File: src/rtl/jstk_spi_responder.sv
// jstk_spi_responder: SPI mode-0 slave emulating the PmodJSTK, oversampled on CLK.
// Reports X/Y/buttons on MISO and latches the LED command from MOSI byte 0.
module jstk_spi_responder #(
   parameter int NUM_BYTES   = 5,
   parameter int SYNC_STAGES = 2
) (
   input  logic       CLK,
   input  logic       RESET,
   input  logic       SCLK,
   input  logic       SS,
   input  logic       MOSI,
   output logic       MISO,
   input  logic [9:0] X_POS,
   input  logic [9:0] Y_POS,
   input  logic [2:0] BTNS,
   output logic [1:0] LED_CMD,
   output logic       BUSY,
   output logic       FRAME_DONE,
   output logic       FRAME_ERR
);
   localparam int NB = 8 * NUM_BYTES;
   localparam int CW = $clog2(NB + 1);

   typedef enum logic {IDLE, SHIFT} state_t;

   state_t                 state_q, state_d;
   logic [SYNC_STAGES-1:0] sclk_q, ss_q, mosi_q;
   logic                   sclk_h_q, ss_h_q;
   logic [NB-1:0]          tx_q, tx_d, rx_q, rx_d, load;
   logic [CW-1:0]          cnt_q, cnt_d;
   logic [1:0]             led_q, led_d;
   logic                   done_q, done_d, err_q, err_d;
   logic                   sclk_s, ss_s, mosi_s;
   logic                   sclk_rise, sclk_fall, ss_rise, ss_fall, full;

   assign sclk_s    = sclk_q[SYNC_STAGES-1];
   assign ss_s      = ss_q[SYNC_STAGES-1];
   assign mosi_s    = mosi_q[SYNC_STAGES-1];
   assign sclk_rise = sclk_s & ~sclk_h_q;
   assign sclk_fall = ~sclk_s & sclk_h_q;
   assign ss_rise   = ss_s & ~ss_h_q;
   assign ss_fall   = ~ss_s & ss_h_q;
   assign full      = cnt_q == CW'(NB);
   // Frame image is left-aligned so byte 0 leaves first; any extra bytes read as zero.
   assign load = NB'({X_POS[7:0], 6'b0, X_POS[9:8], Y_POS[7:0], 6'b0, Y_POS[9:8], 5'b0, BTNS})
                 << (NB - 40);

   always_ff @(posedge CLK or negedge RESET) begin
      if (!RESET) begin
         sclk_q   <= '0;
         ss_q     <= '1;
         mosi_q   <= '0;
         sclk_h_q <= 1'b0;
         ss_h_q   <= 1'b1;
      end else begin
         sclk_q   <= {sclk_q[SYNC_STAGES-2:0], SCLK};
         ss_q     <= {ss_q[SYNC_STAGES-2:0], SS};
         mosi_q   <= {mosi_q[SYNC_STAGES-2:0], MOSI};
         sclk_h_q <= sclk_s;
         ss_h_q   <= ss_s;
      end
   end

   always_ff @(posedge CLK or negedge RESET) begin
      if (!RESET) state_q <= IDLE;
      else        state_q <= state_d;
   end

   always_comb begin
      state_d = state_q;
      if (state_q == IDLE && ss_fall) state_d = SHIFT;
      if (state_q == SHIFT && ss_rise) state_d = IDLE;
   end

   always_comb begin
      BUSY = state_q == SHIFT;
      MISO = BUSY && !ss_s && !full && tx_q[NB-1];
   end

   // SS strobes are handled before SCLK strobes, so a coincident SCLK edge is dropped.
   always_comb begin
      tx_d   = tx_q;
      rx_d   = rx_q;
      cnt_d  = cnt_q;
      led_d  = led_q;
      done_d = 1'b0;
      err_d  = 1'b0;
      if (state_q == IDLE) begin
         if (ss_fall) begin
            tx_d  = load;
            rx_d  = '0;
            cnt_d = '0;
         end
      end else if (ss_rise) begin
         done_d = full;
         err_d  = !full;
         led_d  = (full && rx_q[NB-1]) ? rx_q[NB-7 -: 2] : led_q;
      end else begin
         if (sclk_rise && !full) begin
            rx_d  = {rx_q[NB-2:0], mosi_s};
            cnt_d = cnt_q + CW'(1);
         end
         if (sclk_fall && cnt_q != '0 && !full) tx_d = tx_q << 1;
      end
   end

   always_ff @(posedge CLK or negedge RESET) begin
      if (!RESET) begin
         tx_q   <= '0;
         rx_q   <= '0;
         cnt_q  <= '0;
         led_q  <= 2'b00;
         done_q <= 1'b0;
         err_q  <= 1'b0;
      end else begin
         tx_q   <= tx_d;
         rx_q   <= rx_d;
         cnt_q  <= cnt_d;
         led_q  <= led_d;
         done_q <= done_d;
         err_q  <= err_d;
      end
   end

   assign LED_CMD    = led_q;
   assign FRAME_DONE = done_q;
   assign FRAME_ERR  = err_q;
endmodule

File: config.mk
export PLATFORM = sky130hd
export DESIGN_NAME = jstk_spi_responder
export DESIGN_NICKNAME = d
export VERILOG_FILES = /design/src/rtl/jstk_spi_responder.sv
export SDC_FILE = /design/constraint.sdc
export NUM_CORES = 1
export LEC_CHECK = 0
export ABC_AREA = 1
export ABC_CLOCK_PERIOD_IN_PS = 1800
export CORE_MARGIN = 2
export CORE_UTILIZATION = 35
export DETAILED_ROUTE_END_ITERATION = 10
export SLEW_MARGIN = 5
export SYNTH_ARGS = -nofsm -noshare
export SYNTH_HDL_FRONTEND = slang
export SYNTH_SLANG_ARGS = --single-unit
File: constraint.sdc
create_clock -name CLK -period 1.8 [get_ports CLK]
set_clock_uncertainty 0.05 [all_clocks]
set_input_delay 0.18 -clock CLK [delete_from_list [all_inputs] [get_ports CLK]]
set_output_delay 0.18 -clock CLK [all_outputs]
set_load 0.03 [all_outputs]
==> impl_metrics.env, run 1 <==
export IMPL_avgRoutedWirePerCell_um=11.5
export IMPL_top_level_ports=34
export IMPL_crit_buf_inv=5
export IMPL_tns_ns=0
export IMPL_clkLatencyLatePin_ns=0.35
export IMPL_max_slew_margin_pct=66.7
export IMPL_cts_root_buf="clkbuf_16"
export IMPL_drive_gt1_share_pct=12.9
export IMPL_placed_area_um2=4950
export IMPL_crit_slowest_cell="dfrtp_1"
export IMPL_grt_pass1_wl_um=14900
export IMPL_crit_chain="inv_2 -> ha_4 -> inv_2 -> buf_4 -> buf_4 -> nor2_2 -> nand2_1 -> nand2_2 -> nand2_4 -> nand2_8 -> buf_6 -> nand2_1 -> nand2_1"
export IMPL_initial_utilization_pct=35.4
export IMPL_peakVddDrop_v=0.000469
export IMPL_synth_edf_count=0
export IMPL_final_max_slew_viol_count=0
export IMPL_dp_hpwl_um=5140
export IMPL_crit_type="flip-flop to flip-flop"
export IMPL_synthTopCellsByCount="nand2_1, dfrtp_1, inv_1"
export IMPL_track_usage_pct=13.8
export IMPL_cts_buffers=9
export IMPL_nets=614
export IMPL_hp_class="primary input to flip-flop"
export IMPL_tritoncts="done"
export IMPL_grt_pass1_vias=3372
export IMPL_antenna_found_initial=0
export IMPL_min_period_ns=1.71
export IMPL_ys_warn_count=0
export IMPL_clock_sinks=99
export IMPL_tightest_slew_ns=0.500
export IMPL_synth_seq_cells=99
export IMPL_routabilityCongestion=0.755
export IMPL_dieArea_um2=13500
export IMPL_worstPathArrival_ns=1.94
export IMPL_max_stage_delay_ns=0.39
export IMPL_syn_to_final_growth_pct=24.3
export IMPL_clock_tree_buffer_depth=2
export IMPL_h_tree_depth=3
export IMPL_ys_seq_area_share_pct=56.3
export IMPL_n_antenna_cell=0
export IMPL_status="finished, final reports clean"
export IMPL_die_h_um=116
export IMPL_vias=3427
export IMPL_dr_pass1_iters=5
export IMPL_n_fill_cell=1202
export IMPL_grt_overflow=0
export IMPL_ys_flop_type="dfrtp_1"
export IMPL_worstPathRequired_ns=2.03
export IMPL_cpMostUsedCell="nand2_1"
export IMPL_finalCritPeriodShare_pct=95.2
export IMPL_core_um2=12500
export IMPL_async_reset_ff_share_pct=100
export IMPL_synth_area_leader_cell="dfrtp_1"
export IMPL_synth_most_common_cell="nand2_1"
export IMPL_synth_net_count=576
export IMPL_critPathLaunchType="flip-flop"
export IMPL_critPathMaxFanout=10
export IMPL_ys_top_cells_by_area="dfrtp_1, nand2_1, inv_1, nand3_1, o21ai_0"
export IMPL_drc=0
export IMPL_netlist_area_um2=4410
export IMPL_vias_per_cell=4.50
export IMPL_design_area_um2=5480
export IMPL_synth_distinct_cells=25
export IMPL_synth_top_area_share_pct=54.5
export IMPL_max_cap_violations=0
export IMPL_antenna_left=0
export IMPL_hold_viol=0
export IMPL_finalSetupViolCount=0
export IMPL_grt_max_degree=50
export IMPL_cp_end_kind="flip-flop"
export IMPL_place_port_buffers=33
export IMPL_power_uw=5650
export IMPL_path_delay_family="simple AND/OR/NAND/NOR gates"
export IMPL_max_freq_mhz=584
export IMPL_path_clk_slew_ns=0.06
export IMPL_syn_avg_cell_area_um2=8.08
export IMPL_rows=41
export IMPL_die_w_um=116
export IMPL_syn_inst=546
export IMPL_post_route_util_pct=44.0
export IMPL_leakage_uw=0.00277
export IMPL_power_density_nw_per_um2=1030
export IMPL_drtIter0Drc=223
export IMPL_routed_wl_um=8770
## kinds of logic (layout without fill, tap and decap cells)
logic type	after synthesis	after routing	synth area share [%]
buf+inv	101	144	9.56
xor+xnor	1	1	0.199
flops	99	99	56.3
compound gates	50	50	6.36
fa+ha+maj	2	2	0.567
simple gates	293	293	27.0
## worst reg2reg max path: cells and delay by family, from the launching register on
family / cells / cell delay, ns
and+or+nand+nor: 7 / 0.56
adders and majority gates: 1 / 0.13
buffers and inverters: 5 / 0.53
DFF: 1 / 0.39
## metrics by stage
stage	cells	worst slack, ns	hold WS [ns]
5_1_grt	761	-0.00941	0.187
2_1_floorplan	546	0.0446	-0.166
3_5_place_dp	733	0.0904	0.139
6_report	761	0.0867	0.196
4_1_cts	755	-0.0286	0.185
3_3_place_gp	733	0.176	0.137
## state kept, by name, summed over array words and instances (netlist names)
register and flops:
sclk_q 2, mosi_q 2, LED_CMD 2, tx_q 40, ss_q 2, FRAME_ERR 1, FRAME_DONE 1, ss_h_q 1
BUSY 1, rx_q 40, cnt_q 6, sclk_h_q 1
## metal layers
| layer | global-route usage, % | share of wire (%) | vias up |
|---|---|---|---|
| li1 | - | - | 1734 |
| met1 | 16.6 | 45 | 1632 |
| met2 | 23.8 | 50 | 48 |
| met3 | 2.75 | 3.1 | 13 |
| met4 | 6.67 | 2.0 | 0 |
| met5 | 0 | 0 | - |
## final cells by class
type,instances,area [µm²],area share (%)
Multi-Input combinational cell,346,1570,28.7
Inverter,72,270,4.93
Tap cell,172,215,3.93
Timing Repair Buffer,56,641,11.7
Clock buffer,9,225,4.11
Clock inverter,7,73.8,1.35
Sequential cell,99,2480,45.3
## power breakdown
group	total [µW]	switching (µW)	leakage, µW	internal (µW)
clock	1910	831	0.000146	1080
sequential	2640	147	0.00132	2500
combinational	1090	631	0.00130	462
total	5650	1610	0.00277	4040
## final timing paths
path	from	depth (start not counted)	endpoint	slack (ns)
max reg2reg	cnt_q[0]	13	tx_q[2]	0.09
min reg2reg	sclk_q[0]	0	sclk_q[1]	0.29
max	cnt_q[0]	13	tx_q[2]	0.09
min in group asynchronous	RESET	2	tx_q[16]	0.30
max in group asynchronous	RESET	3	rx_q[37]	0.74
min	SS	1	ss_q[0]	0.20
## timing repair
item / in CTS / in global routing
endpoints found under the setup margin: 1 / 41
buffers inserted: 5 / 0
gates cloned: 0 / 6
gates resized for setup: 6 / 16
hold buffers: 1 / 0
pin swaps: 3 / 7
endpoints found under the hold margin: 33 / 0
## placed cells by master (no fill, tap or decap)
cell type | netlist | routed
inv_1 | 71 | 67
clkinvlp_4 | 0 | 1
nand2_1 | 223 | 217
dfrtp_1 | 96 | 96
clkinv_2 | 0 | 2
clkinv_4 | 0 | 1
dfstp_2 | 3 | 3
inv_6 | 0 | 2
or2_2 | 1 | 1
ha_4 | 0 | 1
nand2_2 | 7 | 11
nor2_1 | 12 | 11
clkbuf_16 | 0 | 12
or2_4 | 0 | 1
nand2_4 | 1 | 2
nand3_1 | 46 | 46
bufinv_16 | 0 | 1
nand2_8 | 0 | 1
clkdlybuf4s50_1 | 0 | 30
xor2_1 | 1 | 1
dlygate4sd3_1 | 0 | 1
buf_6 | 1 | 4
o21ai_0 | 39 | 39
buf_4 | 1 | 12
ha_1 | 2 | 1
a21oi_2 | 1 | 1
nor4_4 | 0 | 1
nor2_2 | 0 | 1
buf_12 | 0 | 6
o21ai_2 | 7 | 7
inv_2 | 1 | 5
o21ai_1 | 3 | 3
nand4_1 | 1 | 1
No activity file was read; power rests on OpenSTA's default activity.
==> run 2, diff against run 1 <==
--- a/config.mk
+++ b/config.mk
@@ -7,6 +7,7 @@
 export LEC_CHECK = 0
 export ABC_AREA = 1
 export ABC_CLOCK_PERIOD_IN_PS = 1800
+export CAP_MARGIN = 10
 export CORE_MARGIN = 2
 export CORE_UTILIZATION = 35
 export DETAILED_ROUTE_END_ITERATION = 10
==> results of run 2 <==
No change in the layout: final DEF, timing and power equal those of run 1.
==> run 3, diff against run 2 <==
--- a/config.mk
+++ b/config.mk
@@ -7,11 +7,10 @@
 export LEC_CHECK = 0
 export ABC_AREA = 1
 export ABC_CLOCK_PERIOD_IN_PS = 1800
-export CAP_MARGIN = 10
+export CAP_MARGIN = 20
 export CORE_MARGIN = 2
 export CORE_UTILIZATION = 35
 export DETAILED_ROUTE_END_ITERATION = 10
-export SLEW_MARGIN = 5
 export SYNTH_ARGS = -nofsm -noshare
 export SYNTH_HDL_FRONTEND = slang
 export SYNTH_SLANG_ARGS = --single-unit
==> results of run 3 <==
No change in the layout: final DEF, timing and power equal those of run 1.
